$ cat config.mk
export PLATFORM = sky130hd
export DESIGN_NAME = pc_sequencer
export DESIGN_NICKNAME = d
export VERILOG_FILES = /design/src/rtl/mips_pkg.sv /design/src/rtl/npc_calc.sv /design/src/rtl/pc_sequencer.sv
export SDC_FILE = /design/constraint.sdc
export NUM_CORES = 1
export LEC_CHECK = 0
export BUFFER_PORTS_ARGS = -buffer_cell sky130_fd_sc_hd__buf_2
export CORE_MARGIN = 1
export CORE_UTILIZATION = 38
export CTS_CLUSTER_DIAMETER = 150
export DETAILED_ROUTE_END_ITERATION = 10
export MAX_ROUTING_LAYER = met4
export PLACE_DENSITY = 0.68
export SLEW_MARGIN = 20
export SYNTH_ARGS = -nofsm -noshare
export SYNTH_HDL_FRONTEND = slang
export SYNTH_HIERARCHICAL = 1
export SYNTH_SLANG_ARGS = --single-unit
$ cat constraint.sdc
create_clock -name clk -period 7.71 [get_ports clk]
set_clock_uncertainty 0.1 [all_clocks]
set_input_delay 2.313 -clock clk [delete_from_list [all_inputs] [get_ports clk]]
set_output_delay 2.313 -clock clk [all_outputs]
set_load 0.1 [all_outputs]
$ cat src/rtl/mips_pkg.sv
// Shared MIPS decode constants and sequencer types.
// Imported by the instruction-side sequencer and its next-PC logic.
package mips_pkg;

    localparam logic [31:0] RESET_PC_DEF = 32'h0000_0000;

    localparam logic [5:0] OP_SPECIAL = 6'b000000;
    localparam logic [5:0] OP_REGIMM  = 6'b000001;
    localparam logic [5:0] OP_J       = 6'b000010;
    localparam logic [5:0] OP_JAL     = 6'b000011;
    localparam logic [5:0] OP_BEQ     = 6'b000100;
    localparam logic [5:0] OP_BNE     = 6'b000101;
    localparam logic [5:0] OP_BLEZ    = 6'b000110;
    localparam logic [5:0] OP_BGTZ    = 6'b000111;
    localparam logic [4:0] RT_BLTZ    = 5'b00000;
    localparam logic [4:0] RT_BGEZ    = 5'b00001;
    localparam logic [5:0] FN_JR      = 6'b001000;
    localparam logic [5:0] FN_SYSCALL = 6'b001100;

    typedef enum logic [1:0] {
        FETCH = 2'd0,
        ISSUE = 2'd1,
        HALT  = 2'd2
    } seq_state_t;

    function automatic logic [31:0] br_offset(input logic [15:0] imm);
        return {{14{imm[15]}}, imm, 2'b00};
    endfunction

endpackage

$ cat src/rtl/npc_calc.sv
// Combinational next-PC selection for the sequencer.
// Syscall priority is resolved by the caller; this block only picks a target.
module npc_calc
    import mips_pkg::*;
#(
    parameter bit ALIGN_CHECK = 1'b1
) (
    input  logic [31:0] pc,
    input  logic [25:0] target,
    input  logic [31:0] rs_data,
    input  logic        jump,
    input  logic        jump_reg,
    input  logic        branch,
    input  logic        branch_taken,
    output logic [31:0] npc,
    output logic        misalign
);

    logic [31:0] pc_plus4;

    always_comb begin
        pc_plus4 = pc + 32'd4;
        npc      = pc_plus4;
        misalign = 1'b0;
        if (jump_reg) begin
            npc      = ALIGN_CHECK ? rs_data : {rs_data[31:2], 2'b00};
            misalign = ALIGN_CHECK && (rs_data[1:0] != 2'b00);
        end else if (jump) begin
            npc = {pc_plus4[31:28], target, 2'b00};
        end else if (branch && branch_taken) begin
            npc = pc_plus4 + br_offset(target[15:0]);
        end
    end

endmodule

$ cat src/rtl/pc_sequencer.sv
// Instruction-side sequencer: owns the PC and runs fetch/issue/resolve
// against instruction memory, stopping in HALT on syscall or misalignment.
module pc_sequencer
    import mips_pkg::*;
#(
    parameter logic [31:0] RESET_PC    = RESET_PC_DEF,
    parameter bit          ALIGN_CHECK = 1'b1
) (
    input  logic        clk,
    input  logic        rst_b,
    output logic        imem_req,
    output logic [31:0] imem_addr,
    input  logic        imem_ack,
    input  logic [31:0] imem_rdata,
    output logic        inst_valid,
    output logic [31:0] inst,
    output logic [31:0] pc,
    output logic [31:0] link_addr,
    input  logic        ctl_valid,
    input  logic        jump,
    input  logic        jump_reg,
    input  logic        branch,
    input  logic        branch_taken,
    input  logic        halted,
    input  logic [31:0] rs_data,
    output logic        halt,
    output logic        fault
);

    seq_state_t  state;
    seq_state_t  next_state;
    logic [31:0] npc;
    logic        misalign;
    logic        ack_take;

    npc_calc #(
        .ALIGN_CHECK (ALIGN_CHECK)
    ) u_npc (
        .pc           (pc),
        .target       (inst[25:0]),
        .rs_data      (rs_data),
        .jump         (jump),
        .jump_reg     (jump_reg),
        .branch       (branch),
        .branch_taken (branch_taken),
        .npc          (npc),
        .misalign     (misalign)
    );

    // An ack only counts against a live request, so stray acks after reset drop out.
    assign ack_take = imem_req && imem_ack;

    always_ff @(posedge clk or negedge rst_b) begin
        if (!rst_b) state <= FETCH;
        else        state <= next_state;
    end

    always_comb begin
        next_state = state;
        unique case (state)
            FETCH: if (ack_take) next_state = ISSUE;
            ISSUE: begin
                if (ctl_valid)
                    next_state = (halted || misalign) ? HALT : FETCH;
            end
            HALT:    next_state = HALT;
            default: next_state = FETCH;
        endcase
    end

    always_comb begin
        inst_valid = (state == ISSUE);
        halt       = (state == HALT);
        imem_addr  = pc;
        link_addr  = pc + 32'd4;
    end

    // Request is raised on the way back into FETCH so a zero-wait memory
    // sustains a two-cycle instruction period.
    always_ff @(posedge clk or negedge rst_b) begin
        if (!rst_b) begin
            pc       <= RESET_PC;
            inst     <= '0;
            imem_req <= 1'b0;
            fault    <= 1'b0;
        end else begin
            unique case (state)
                FETCH: begin
                    if (!imem_req) begin
                        imem_req <= 1'b1;
                    end else if (imem_ack) begin
                        inst     <= imem_rdata;
                        imem_req <= 1'b0;
                    end
                end
                ISSUE: begin
                    if (ctl_valid && !halted) begin
                        if (misalign) begin
                            fault <= 1'b1;
                        end else begin
                            pc       <= npc;
                            imem_req <= 1'b1;
                        end
                    end
                end
                default: begin
                    imem_req <= 1'b0;
                end
            endcase
        end
    end

endmodule

# [After elaboration in Yosys (flattened, before gate mapping)]
# Index checks and enable logic that the tools add are counted.
[classes] n_mux=13 n_reduce_logical=12 n_eq_ne=6 addsub=2 bitwise_logic=1
[op_table] cell="$mux 32" count=3
[op_table] cell="$add 32x3->32 const B" count=1
[op_table] cell="$add 32x32->32" count=1
[op_table] cell="$reduce_and 3->1" count=3
[op_table] cell="$mux 2" count=3
[op_table] cell="$pmux 2 s3" count=1
[op_table] cell="$mux 1" count=5
[op_table] cell="$ne 2x1->1 const B" count=2
[op_table] cell="$ne 2x2->1 const B" count=2
[op_table] cell="$reduce_and 2->1" count=2
[op_table] cell="$logic_and 1x1->1" count=3
[op_table] cell="$eq 2x1->1 const B" count=1
[op_table] cell="$eq 2x2->1 const B" count=1
[op_table] cell="$logic_not 2->1" count=1
[op_table] cell="$pmux 1 s2" count=1
[op_table] cell="$reduce_bool 2->1" count=1
[op_table] cell="$logic_not 1->1" count=1
[op_table] cell="$logic_or 1x1->1" count=1
[op_table] cell="$not 1->1" count=1
[word_totals] reg_bits=68 output_inout_bits=132 elab_cells=39

# [Depth between registers and ports, before layout]
# Gate-level depths: netlist of run 1.
[logic_depth] ltp_word=6 depth_mapped=18 ltp_nobuf=17

# [Modules after synthesis]
# Netlist of run 1, hierarchy kept.
[modules_own_cells] module="pc_sequencer" area_per_inst_um2=3393.3 cells_per_inst=276 instances=1
[modules_own_cells] module="npc_calc" area_per_inst_um2=3037.9 cells_per_inst=450 instances=1

# [Worst setup path after synthesis of run 1]
# Ideal clock, no wire load.
[synth_timing] path_type="register to output" startpoint="register pc[2] (netlist: imem_addr[2])" endpoint="output port link_addr[24]" setup_slack_ns=1.610 arrival_time_ns=3.687 required_time_ns=5.297 stages_incl_launch_ff=6 path_cell_list="dfrtp_1 ha_1 nand3_1 nor4_4 nand3_1 xnor2_1"
[synth_between] elab_chain_len=1
[synth_lines] item="start, declared" line_no="pc_sequencer.sv:17" rtl="output logic [31:0] pc,"
[synth_lines] item="start signal, assigned" line_no="pc_sequencer.sv:101" rtl="pc <= npc;"
[synth_lines] item="$add 32x3->32" line_no="pc_sequencer.sv:75" rtl="link_addr = pc + 32'd4;"
[synth_lines] item="end, declared" line_no="pc_sequencer.sv:18" rtl="output logic [31:0] link_addr,"
# Every way passes these cells.

# [Worst setup path after layout of run 1]
[layout_timing] startpoint="register pc[2] (netlist: imem_addr[2])" endpoint="output port link_addr[12]"
# The elaborated chain is that of the path after synthesis.

==> results of run 1 <==
[layout make-up]
class                      count  area, um^2  area share [%]
inverter                      16        60.1           0.783
multi-input combinational    582        4310            56.2
timing repair buffer         206        1040            13.5
clock buffer                  11         253            3.30
sequential                    68        1700            22.2
clock inverter                 4        32.5           0.424
tap                          220         275            3.59
[metrics by stage]
stage	setup slack (ns)	total power, W	instances
floorplan	1.61	0.000395	726
global placement	2.49	0.000431	1092
detailed placement	2.49	0.000431	1092
CTS	2.40	0.000844	1107
global route	2.22	0.000869	1107
finish	2.42	0.000837	1107
[power by group]
part           leakage, nW  total [W]  internal (W)  switching [W]
clock                0.135   0.000412      0.000236       0.000176
sequential           0.945   0.000357      0.000357              0
combinational         3.05  0.0000684     0.0000268      0.0000416
total                 4.13   0.000837      0.000620       0.000218
[routing by layer]
metal  track usage (%)  routed length [um]  vias to the layer above
met3              3.27                1320                       46
met5                 -                   0                        -
li1                  -                   -                     2921
met1              33.1                9520                     2983
met4              9.24                 590                        0
met2              36.8                9250                      271
[worst register-to-register path, cell delays in order (launching register included)]
cell and delay, ns:
dfrtp_1 0.63, and4_4 0.34, nand2_1 0.10, nor2_1 0.36, nand2_1 0.13, xnor2_1 0.19
ha_1 0.41, nand2_1 0.12, a21o_1 0.18, a21bo_1 0.17, a41oi_2 0.26, a41oi_4 0.20
o311ai_4 0.39, nor2_1 0.09, xor2_1 0.26, a221oi_2 0.12, mux2_2 0.30
[logic make-up (layout without fill, tap and decap cells)]
group | Yosys count | after routing | share of synthesized area [%]
mux | 68 | 68 | 12.0
buf+inv | 76 | 237 | 6.67
flops | 68 | 68 | 26.5
simple gates | 235 | 235 | 18.2
xor+xnor | 76 | 76 | 10.4
compound gates | 164 | 164 | 18.6
fa+ha+maj | 39 | 39 | 7.70
[flip-flops by register name, summed over array words and instances (netlist names)]
signal	flops
fault	1
imem_addr	32
imem_req	1
inst	32
state	2
[cells in the final DEF, fill, tap and decap left out, drive strengths merged, types with 5 or more instances in the layout]
master / instances
nor2: 55
nor4: 5
ha: 38
mux2: 64
buf: 206
nand4: 19
a21o: 18
nand3: 39
dfrtp: 68
nand2: 79
and3: 11
nor2b: 5
xnor2: 47
nor3: 8
o22ai: 9
o21bai: 5
o21ai: 36
a21oi: 35
a211oi: 7
inv: 17
xor2: 29
a221oi: 7
clkbuf: 11
o211ai: 8
[how the worst max path moves through the flow]
stage | endpoint | slack, ns
4_1_cts | link_addr[12] | 2.40
2_1_floorplan | link_addr[24] | 1.61
3_3_place_gp | imem_addr[3] | 2.49
6_report | link_addr[12] | 2.42
3_5_place_dp | imem_addr[3] | 2.49
5_1_grt | link_addr[12] | 2.22
==> flow_metrics.py, run 1 <==
metrics = {
    "critical_path": {
        "worstPathArrival_ns": 2.88,
        "critPathBufInv": 1,
        "r2r_end": "imem_addr[25]",
        "cp_num_cells": 6,
        "critPathKind": "reg2out",
        "cpPeakStageDelay_ns": 0.61,
        "rrSetupSlack_ns": 3.25,
        "cp-start-kind": "flop",
        "critPathCaptureType": "primary output",
        "cp_top_family": "simple AND/OR/NAND/NOR gates",
        "startpoint": "imem_addr[2]",
        "reg2reg_from": "imem_addr[4]",
        "crit_chain": "ha_1 -> nand3_1 -> nor2_1 -> and3_1 -> xor2_1 -> buf_2",
        "slowest_stage": "dfrtp_1",
        "cp_max_fo": 14,
        "cp.required_ns": 5.30,
        "r2r_cells": 16,
    },
    "logic_synthesis": {
        "avgSynthCellArea_um2": 8.86,
        "seq_area_frac_synth_pct": 26.5,
        "synthArstFlopShare_pct": 100,
        "synth_ff_type": "dfrtp_1",
        "synth_seq_cells": 68,
        "synth_common_cells": "79 x nand2_1, 68 x dfrtp_1, 63 x mux2_2, 55 x nor2_1, 47 x xnor2_1",
        "synth.most_common_cell": "nand2_1",
        "synth_area_um2": 6430,
        "synth-edff-count": 0,
        "synth_cells": 726,
        "synth_top_area_share_pct": 26.5,
        "ys_warn_count": 6,
        "synth.area.top_cells": "dfrtp_1 26%, mux2_2 11%, ha_1 7.4%",
        "syn_nets": 838,
        "synth.distinct_cells": 78,
        "yosys.area.top_type": "dfrtp_1",
    },
    "clock_tree": {
        "postCtsSetupBuffers": 0,
        "numCtsBuffers": 9,
        "ctsLongestPathBuffers": 2,
        "htree_levels": 3,
        "tritoncts": "built",
        "clock_sinks": 68,
        "cts_root_buffer": "clkbuf_16",
        "post_cts_resized": 0,
        "postCtsHoldBufs": 0,
        "clk_pin_slew_ns": 0.06,
        "worst_skew_pair.late_latency_ns": 0.35,
    },
    "finish": {
        "fin_area_um2": 7670,
        "drive_gt1_share_pct": 35.9,
        "nNetsFinal": 995,
        "syn_to_final_growth_pct": 19.2,
        "final_core_util_pct": 46.4,
        "diodes": 0,
        "num-fill-cells": 1609,
    },
    "sta": {
        "finalHoldViolations": 0,
        "drv_slew": 0,
        "max_freq_mhz": 189,
        "rsz0062_at_grt": "false",
        "min_period_ns": 5.29,
        "slew_headroom_pct": 38.5,
        "period_share_pct": 68.6,
        "worst_pin_slew_ns": 0.923,
        "whs_ns": 0.382,
        "setup-violations-final": 0,
        "tns_ns": 0,
    },
    "routing": {
        "dr.pass1.iters": 5,
        "avgViaCountPerCell": 5.62,
        "drc": 0,
        "wl_per_cell_um": 18.7,
        "drt_iter0_drc": 526,
        "final_antenna_net_count": 0,
        "wirelength_um": 20700,
        "vias": 6221,
    },
    "placed_design": {
        "routabilityCongestion": 0.955,
        "placed_cell_area_um2": 7380,
        "port_buffers": 204,
        "dp_hpwl_um": 15500,
    },
    "grt": {
        "first_global_vias": 5819,
        "grt_max_degree": 69,
        "antenna_found_initial": 0,
        "grt_usage_pct": 24.4,
        "grt_pass1_wl_um": 32100,
        "overflow": 0,
    },
    "min_path": {
        "hold_path_class": "reg2reg",
        "worstHoldEndpoint": "fault",
        "min_path_cells": 1,
        "holdCritStartpoint": "fault",
    },
    "floorplan": {
        "die_w_um": 132,
        "initial_core_util_pct": 38.9,
        "die_area_um2": 17400,
        "die_y_um": 132,
        "coreArea_um2": 16500,
        "rows": 47,
        "io-pin-count": 205,
    },
    "pwr": {
        "powerDensity_nw_per_um2": 109,
        "p_leak_nw": 4.13,
        "ir_drop_v": 0.000111,
    },
    "run_status": {
        "status": "complete, no violations",
    },
    "run": {
        "maxCapViolations": 0,
    },
}
Note: power is estimated with default switching activity, not from simulation.
==> run 2: changes to the inputs <==
==> constraint.sdc (replaced) <==
create_clock -name clk -period 4.9 [get_ports clk]
set_clock_uncertainty 0.1 [all_clocks]
set_input_delay 1.47 -clock clk [delete_from_list [all_inputs] [get_ports clk]]
set_output_delay 1.47 -clock clk [all_outputs]
set_load 0.1 [all_outputs]
==> run 2 against run 1 <==
Cell count grew 0.63%. Power grew 68%. Critical path depth is the same. Global-route usage grew 0.13 points. Count of clock-buffer cells in the layout shrank 1. Core utilization grew 1.4 points. Design area grew 3.0%. Flip-flop and latch count is the same. Sequential power grew 57%. Register-to-register slack lost 2.7 ns. Largest power group unchanged.
==> flow_metrics.py, run 2 (synthesized netlist as in run 1, its figures left out) <==
metrics = {
    "run_status": {
        "status": "complete, no violations",
    },
    "placed_design": {
        "placed_cells": 1098,
        "port_buffers": 204,
        "place_ws_ns": 0.657,
        "routabilityCongestion": 0.936,
        "dp_hpwl_um": 15500,
    },
    "sta": {
        "worst_pin_slew_ns": 0.942,
        "setup-violations-final": 0,
        "rsz0062_at_grt": "false",
        "period_share_pct": 90.3,
        "min_period_ns": 4.42,
        "max_freq_mhz": 226,
        "tns_ns": 0,
        "slew_headroom_pct": 37.2,
        "timing.final.ws_setup_ns": 0.477,
        "finalHoldViolations": 0,
        "drv_slew": 0,
    },
    "grt": {
        "overflow": 0,
        "grt_max_degree": 69,
        "grt_usage_pct": 24.5,
        "antenna_found_initial": 0,
        "first_global_vias": 5838,
        "grt_pass1_wl_um": 32200,
    },
    "clock_tree": {
        "htree_levels": 3,
        "cts_root_buffer": "clkbuf_16",
        "worst_skew_pair.late_latency_ns": 0.35,
        "post_cts_resized": 0,
        "numCtsBuffers": 9,
        "ctsLongestPathBuffers": 2,
        "tritoncts": "built",
        "postCtsSetupBuffers": 0,
        "clk_pin_slew_ns": 0.06,
        "clock_sinks": 68,
        "postCtsHoldBufs": 0,
    },
    "critical_path": {
        "cp.required_ns": 3.33,
        "cp_max_fo": 14,
        "critPathCaptureType": "primary output",
        "worstPathArrival_ns": 2.85,
        "critPathKind": "reg2out",
        "cp-start-kind": "flop",
    },
    "finish": {
        "final_cell_mix": "203 x buf_2, 79 x nand2_1, 68 x dfrtp_1, 63 x mux2_2, 55 x nor2_1",
        "drive_gt1_share_pct": 38.5,
        "layout_commonest_cell": "buf_2",
        "num-fill-cells": 1648,
        "stdcell_count": 1114,
        "nNetsFinal": 1001,
        "diodes": 0,
        "syn_to_final_growth_pct": 22.8,
    },
    "min_path": {
        "hold_path_class": "reg2reg",
    },
    "floorplan": {
        "initial_core_util_pct": 38.9,
        "io-pin-count": 205,
        "die_y_um": 132,
        "die_area_um2": 17400,
        "die_w_um": 132,
        "rows": 47,
        "coreArea_um2": 16500,
    },
    "routing": {
        "avgViaCountPerCell": 5.47,
        "drt_iter0_drc": 278,
        "drc": 0,
        "wl_per_cell_um": 18.2,
        "dr.pass1.iters": 4,
        "vias": 6094,
        "wirelength_um": 20300,
        "final_antenna_net_count": 0,
    },
    "pwr": {
        "ir_drop_v": 0.000155,
        "powerDensity_nw_per_um2": 178,
        "p_leak_nw": 4.33,
    },
    "run": {
        "maxCapViolations": 0,
    },
}
[run 2: changes by cell type in the layout (fill, tap and decap cells not counted)]
| cell | before | now |
|---|---|---|
| buf_4 | 3 | 9 |
| bufinv_16 | 0 | 2 |
| clkbuf_8 | 2 | 1 |
| clkinv_2 | 0 | 2 |
| clkinv_4 | 0 | 2 |
| clkinvlp_4 | 2 | 0 |
| inv_6 | 2 | 0 |
| xnor2_1 | 47 | 31 |
| xnor2_2 | 0 | 16 |
| xor2_1 | 29 | 26 |
| xor2_2 | 0 | 3 |
[run 2: metal layers]
metal  track usage (%)  share of wire, %  up-vias
met3              4.46               5.7       33
met5                 -                 0        -
met4              9.56               2.7        0
li1                  -                 -     2935
met1              29.8                43     2887
met2              40.1                49      239
[run 2: power breakdown]
| part | switching (W) | internal, W | total [W] |
|---|---|---|---|
| Sequential | 0 | 0.000562 | 0.000562 |
| Combinational | 0.0000690 | 0.0000443 | 0.000113 |
| Clock | 0.000272 | 0.000460 | 0.000732 |
| Total | 0.000341 | 0.00107 | 0.00141 |
[run 2: area by class of cell]
cell class	count	area [um^2]	area share, %
Clock buffer	10	239	3.03
Clock inverter	6	87.6	1.11
Inverter	16	60.1	0.761
Multi-Input combinational cell	582	4450	56.3
Sequential cell	68	1700	21.5
Tap cell	220	275	3.49
Timing Repair Buffer	212	1080	13.7
[run 2: worst max-delay path, stage by stage, from the launching register on]
cell and delay (ns):
dfrtp_1 0.61, ha_1 0.33, nand3_1 0.22, nor2_1 0.47, and3_1 0.28, xor2_2 0.14, buf_2 0.44
[run 2: final timing paths]
path	startpoint	to	slack (ns)	cells after the start
worst min-delay path	fault	fault	0.36	1
worst min register to register	fault	fault	0.36	1
worst max register to register	imem_addr[4]	imem_addr[27]	0.60	16
min in group asynchronous	rst_b	inst[20]	1.14	1
worst max-delay path	imem_addr[2]	link_addr[12]	0.48	6
max in group asynchronous	rst_b	inst[4]	2.91	1
[run 2: per-stage QoR]
stage                     hold WS (ns)  util [%]  power [W]  cell area (um^2)
final                            0.363      47.8    0.00141              7900
after global routing             0.392      47.8    0.00146              7900
after CTS                        0.369      47.8    0.00143              7900
after detailed placement         0.357      45.8   0.000685              7570
after global placement           0.353      45.8   0.000685              7570
after floorplan                  0.405         -   0.000621              6570
